==> src/rtl/udp_pkg.sv <==
// rtl/udp_pkg.sv - shared constants, state encoding and checksum fold for the UDP TX framer
package udp_pkg;

  typedef enum logic [1:0] {
    ST_IDLE,
    ST_CSUM,
    ST_HEADER,
    ST_PAYLOAD
  } state_t;

  localparam int          HDR_LEN        = 42;
  localparam logic [15:0] ETHERTYPE_IPV4 = 16'h0800;
  localparam logic [7:0]  IP_VER_IHL     = 8'h45;
  localparam logic [15:0] IP_FLAGS_FRAG  = 16'h4000;
  localparam logic [7:0]  IP_TTL         = 8'h40;
  localparam logic [7:0]  IP_PROTO_UDP   = 8'h11;

  // Two folds are enough for a sum of ten 16-bit words.
  function automatic logic [15:0] csum_fold(input logic [31:0] s);
    logic [31:0] t;
    t = {16'h0000, s[31:16]} + {16'h0000, s[15:0]};
    t = {16'h0000, t[31:16]} + {16'h0000, t[15:0]};
    return ~t[15:0];
  endfunction

endpackage

==> src/rtl/ip_checksum.sv <==
// rtl/ip_checksum.sv - two-cycle IPv4 header checksum; only ident varies per frame
module ip_checksum
  import udp_pkg::*;
#(
  parameter logic [15:0] IP_LEN = 16'd1052,
  parameter logic [31:0] SRC_IP = 32'hC0A8010A,
  parameter logic [31:0] DST_IP = 32'hC0A80101
) (
  input  logic        tx_clk,
  input  logic        rstn,
  input  logic        start,
  input  logic [15:0] ident,
  output logic [15:0] csum
);

  localparam logic [31:0] BASE_SUM =
      {16'h0000, IP_VER_IHL, 8'h00} + {16'h0000, IP_LEN} + {16'h0000, IP_FLAGS_FRAG} +
      {16'h0000, IP_TTL, IP_PROTO_UDP} +
      {16'h0000, SRC_IP[31:16]} + {16'h0000, SRC_IP[15:0]} +
      {16'h0000, DST_IP[31:16]} + {16'h0000, DST_IP[15:0]};

  logic [31:0] sum_q;
  logic        sum_vld;

  always_ff @(posedge tx_clk) begin
    if (!rstn) begin
      sum_q   <= '0;
      sum_vld <= 1'b0;
      csum    <= '0;
    end else begin
      sum_vld <= start;
      if (start) sum_q <= BASE_SUM + {16'h0000, ident};
      if (sum_vld) csum <= csum_fold(sum_q);
    end
  end

endmodule

==> src/rtl/udp_tx_framer.sv <==
// rtl/udp_tx_framer.sv - Ethernet/IPv4/UDP header generator with zero-latency payload pass-through
module udp_tx_framer
  import udp_pkg::*;
#(
  parameter int          PAYLOAD_LEN = 1024,
  parameter logic [47:0] SRC_MAC     = 48'h02_00_00_00_00_01,
  parameter logic [47:0] DST_MAC     = 48'hFF_FF_FF_FF_FF_FF,
  parameter logic [31:0] SRC_IP      = 32'hC0A8010A,
  parameter logic [31:0] DST_IP      = 32'hC0A80101,
  parameter logic [15:0] SRC_PORT    = 16'd5000,
  parameter logic [15:0] DST_PORT    = 16'd5000
) (
  input  logic        tx_clk,
  input  logic        rstn,
  input  logic [7:0]  in_data,
  input  logic        in_valid,
  output logic        in_ready,
  output logic [7:0]  tx_data,
  output logic        tx_sop,
  output logic        tx_eop,
  output logic        tx_err,
  output logic        tx_wren,
  input  logic        tx_rdy,
  output logic [15:0] pkt_count,
  output logic        busy
);

  localparam logic [15:0] IP_LEN   = 16'(28 + PAYLOAD_LEN);
  localparam logic [15:0] UDP_LEN  = 16'(8 + PAYLOAD_LEN);
  localparam logic [10:0] LAST_PAY = 11'(PAYLOAD_LEN - 1);
  localparam logic [5:0]  LAST_HDR = 6'(HDR_LEN - 1);

  state_t      state;
  logic        csum_phase;
  logic [5:0]  hdr_idx;
  logic [10:0] pay_idx;
  logic [15:0] ident;
  logic [15:0] ip_csum;
  logic [HDR_LEN-1:0][7:0] hdr;

  ip_checksum #(
    .IP_LEN (IP_LEN),
    .SRC_IP (SRC_IP),
    .DST_IP (DST_IP)
  ) u_csum (
    .tx_clk (tx_clk),
    .rstn   (rstn),
    .start  (state == ST_CSUM && !csum_phase),
    .ident  (ident),
    .csum   (ip_csum)
  );

  // Header byte 0 sits in the most significant element.
  assign hdr = {DST_MAC, SRC_MAC, ETHERTYPE_IPV4, IP_VER_IHL, 8'h00, IP_LEN, ident,
                IP_FLAGS_FRAG, IP_TTL, IP_PROTO_UDP, ip_csum, SRC_IP, DST_IP,
                SRC_PORT, DST_PORT, UDP_LEN, 16'h0000};

  always_ff @(posedge tx_clk) begin
    if (!rstn) begin
      state      <= ST_IDLE;
      csum_phase <= 1'b0;
      hdr_idx    <= '0;
      pay_idx    <= '0;
      ident      <= '0;
      pkt_count  <= '0;
    end else begin
      case (state)
        ST_IDLE: begin
          if (in_valid) begin
            state      <= ST_CSUM;
            csum_phase <= 1'b0;
          end
        end
        ST_CSUM: begin
          csum_phase <= 1'b1;
          if (csum_phase) begin
            state   <= ST_HEADER;
            hdr_idx <= '0;
          end
        end
        ST_HEADER: begin
          if (tx_rdy) begin
            if (hdr_idx == LAST_HDR) begin
              state   <= ST_PAYLOAD;
              hdr_idx <= '0;
              pay_idx <= '0;
            end else begin
              hdr_idx <= hdr_idx + 6'd1;
            end
          end
        end
        ST_PAYLOAD: begin
          if (in_valid && tx_rdy) begin
            if (pay_idx == LAST_PAY) begin
              state     <= ST_IDLE;
              ident     <= ident + 16'd1;
              pkt_count <= pkt_count + 16'd1;
            end else begin
              pay_idx <= pay_idx + 11'd1;
            end
          end
        end
        default: state <= ST_IDLE;
      endcase
    end
  end

  always_comb begin
    tx_data  = '0;
    tx_wren  = 1'b0;
    tx_sop   = 1'b0;
    tx_eop   = 1'b0;
    in_ready = 1'b0;
    case (state)
      ST_HEADER: begin
        tx_wren = 1'b1;
        tx_data = hdr[LAST_HDR - hdr_idx];
        tx_sop  = (hdr_idx == 6'd0);
      end
      ST_PAYLOAD: begin
        tx_wren  = in_valid;
        tx_data  = in_data;
        in_ready = tx_rdy;
        tx_eop   = in_valid && (pay_idx == LAST_PAY);
      end
      default: ;
    endcase
  end

  assign tx_err = 1'b0;
  assign busy   = (state != ST_IDLE);

endmodule

==> config.mk <==
export PLATFORM = sky130hd
export DESIGN_NAME = udp_tx_framer
export DESIGN_NICKNAME = d
export VERILOG_FILES = /design/src/rtl/udp_pkg.sv /design/src/rtl/ip_checksum.sv /design/src/rtl/udp_tx_framer.sv
export SDC_FILE = /design/constraint.sdc
export NUM_CORES = 1
export LEC_CHECK = 0
export BUFFER_PORTS_ARGS = -buffer_cell sky130_fd_sc_hd__buf_2
export CORE_MARGIN = 3
export CORE_UTILIZATION = 55
export DETAILED_ROUTE_END_ITERATION = 8
export PLACE_DENSITY = 0.77
export SLEW_MARGIN = 20
export SYNTH_ARGS = -nofsm -noshare
export SYNTH_HDL_FRONTEND = slang
export SYNTH_HIERARCHICAL = 1
export SYNTH_SLANG_ARGS = --single-unit
==> constraint.sdc <==
create_clock -name tx_clk -period 2.65 [get_ports tx_clk]
set_input_delay 0.265 -clock tx_clk [delete_from_list [all_inputs] [get_ports tx_clk]]
set_output_delay 0.265 -clock tx_clk [all_outputs]
set_load 0.05 [all_outputs]
==> metrics.txt <==
1st-pass router iterations 5; post-layout minimum cycle time 2.67 ns; setup ws final -0.0235 ns; WL met3 679 um; pre-CTS setup slack between 0.015 and 0.02 ns; clock tree from TritonCTS built; P per Cell Area 630 nW/um^2; Post-Synthesis Cell Area 5690 sq um; simple-gate portion of the synthesized area 26.7%; Netlist cell types 74; DRC 0; H-tree depth 3; power share of the combinational group 41.5%; placed cell count 881; post-synthesis xor/xnor area fraction 9.40%; largest family of logic cells by synthesized area simple AND/OR/NAND/NOR gates; Clock Power Share 22.7%; worst-path maximum fanout 5; Pins Over Slew Limit 0; Least-Margin Pin Slew 0.641 ns; failing checks setup timing; gate count of the mapped netlist 706; met2 WL 7.25 mm; most common cell after layout, fill and taps aside dfxtp_1; HP Class input pin to register; core box area 9910 sq um; CTS clk-pin slew, worst paths 0.12 ns; Inserted Diodes 0; CTS Buf Count 9; nets 803; worst setup path class register to register; clk_skew about 0.027 ns; Vias/cell 6.02; highest clock rate 374 MHz; share of cells above drive strength 1 24.2%; EDFF count, synth 0; CP Capture Type register; Mean Syn Cell Area roughly 8.1 sq um; overflow left after global routing 0; Yosys reg bits just under 90; Die Y 108 um; adder-cell share of the synthesized area 5.19%; period utilization 101%; status finished, violations left; CTS max path bufs 2; Worst-Skew Late Latency slightly below 0.4 ns; largest net degree at the start of global routing 30; Compound-Gate Fraction of Synth Area 18.0%; IO buf count 40; P_sw 0.00179 W; critical path's slowest cell or3_4; most frequent cells in the layout dfxtp_1, nor2_1, nand2_1, buf_4, buf_2; Yosys warning count 6; ys async rst share 0%; area occupied by multi-input gates 4010 sq um; Slew Limit Headroom 56.9%; Seq pwr share 35.7%; internal power 0.00256 W; Switching Share slightly above 40%; IO Pins 42; final core utilization 69.6%; top_reg_cell synth dfxtp_1; Clock Sinks between 80 and 90; register area share after synthesis 30.6%; Starting Density between 50% and 60%; Syn Nets 741; vias 5,458; wire per inst 16.7 um; VDD IR max 0.421 mV; DP HPWL 11.0 mm; gr usage total 27.1%; Die X 108 um; Final Hold Violating Endpoints 0; register area 1750 sq um; max_cap viols 0; vias in the first global route 5,219; CTS root buffer clkbuf_8; startpoint types register; Final GP Congestion 0.939; CP max stage delay 0.43 ns; Pleak 2.51 nW; critical-path cell list ha_4, fa_2, nand2_2, nor3_2, ha_2, ha_2, nand2_2, or3_4, or3_4, or2_0, a31oi_1; FP Rows 36; FF-to-FF setup slack -0.02 ns; RSZ-0062 raised after global routing yes; Die Area 11,600 sq um; Arr. time, crit path 2.98 ns; Initial DRC Count 411; post-synthesis mux area share 5.50%; wl on met1 6.89 mm; Routed Antenna Nets 0; final setup fails 2; final WL 15.1 mm; first-pass GRT wire length roughly 26 mm; fillers between 800 and 900; initial antenna violation count 0; Post-Layout Cell Count 906; Area Overhead vs Synth 21.4%; Critical Path RT 2.96 ns; highest metal used met4
final timing paths:
| check | from | end | depth (start not counted) |
|---|---|---|---|
| max | u_csum/sum_q[16] | u_csum/csum[10] | 11 |
| min | in_valid | csum_phase | 4 |
| max reg2reg | u_csum/sum_q[16] | u_csum/csum[10] | 11 |
| min reg2reg | pkt_count[15] | pkt_count[15] | 2 |
critical path: cells and delay by family (launching register included):
kind / cells / cell delay, ns
compound gates: 1 / 0.15
flops: 1 / 0.36
simple gates: 6 / 1.30
fa+ha+maj: 4 / 0.80
per-layer routing:
layer  global-route usage [%]  up-vias
met4                     9.65        0
li1                         -     2679
met2                     44.2      148
met1                     36.8     2608
met3                     3.66       23
met5                        0        -
metrics by stage:
| step | instance area (sq um) | power, W | hold WS, ns | TNS (ns) |
|---|---|---|---|---|
| finish | 6900 | 0.00435 | 0.276 | -0.0331 |
| global placement | 6350 | 0.00324 | 0.462 | 0 |
| detailed placement | 6350 | 0.00327 | 0.475 | 0 |
| floorplan | 5880 | 0.00285 | 0.447 | -0.0362 |
| global route | 6900 | 0.00459 | 0.329 | -0.572 |
| CTS | 6700 | 0.00432 | 0.266 | -0.0236 |
state kept, by name (all words and copies together) (netlist names):
signal          count
csum_phase          1
hdr_idx             6
ident              16
pay_idx            11
pkt_count          16
state               2
u_csum/csum        16
u_csum/sum_q       18
u_csum/sum_vld      1
power by group through the flow:
stage                     Clock [W]  Combinational [W]  Sequential [W]
after floorplan                   0            0.00126         0.00158
after global placement            0            0.00167         0.00158
after detailed placement          0            0.00169         0.00159
after CTS                   0.00100            0.00176         0.00156
after global routing        0.00107            0.00195         0.00158
final                      0.000988            0.00181         0.00155
cell type report:
type,count,share of cell area (%)
clock buffers,10,2.16
clock inverters,6,0.979
inverters,21,1.25
multi-input cells,557,58.1
flip-flops and latches,87,25.4
well taps,133,2.41
repair buffers,92,9.64
kinds of logic (layout without fill, tap and decap cells):
| group | after synthesis | count (layout) |
|---|---|---|
| and+or+nand+nor | 285 | 285 |
| AOI/OAI and AO/OA | 156 | 156 |
| DFF | 87 | 87 |
| buffers and inverters | 62 | 129 |
| xor gates and xnor gates | 61 | 61 |
| muxes | 31 | 31 |
| adders and majority gates | 23 | 23 |
| other | 1 | 1 |
cell usage after synthesis (17+ instances only):
cell type,instances,share of area (%)
xnor2_1,28,4.3
a211oi_1,17,2.2
clkbuf_1,27,1.8
nand4_1,24,2.6
inv_1,19,1.3
dfxtp_1,87,31
o21ai_0,39,3.4
nand3_1,24,2.1
mux2i_1,29,5.1
nor2_1,73,4.8
xor2_1,33,5.1
ha_1,22,4.8
nand2_1,58,3.8
a21oi_1,37,3.3
what timing repair did:
item,CTS,global route
buffers inserted,3,7
hold buffers,0,0
pin swaps,4,20
resized for setup,23,43
endpoints found under the setup margin,8,13
Power figures use the tool's default switching activity.
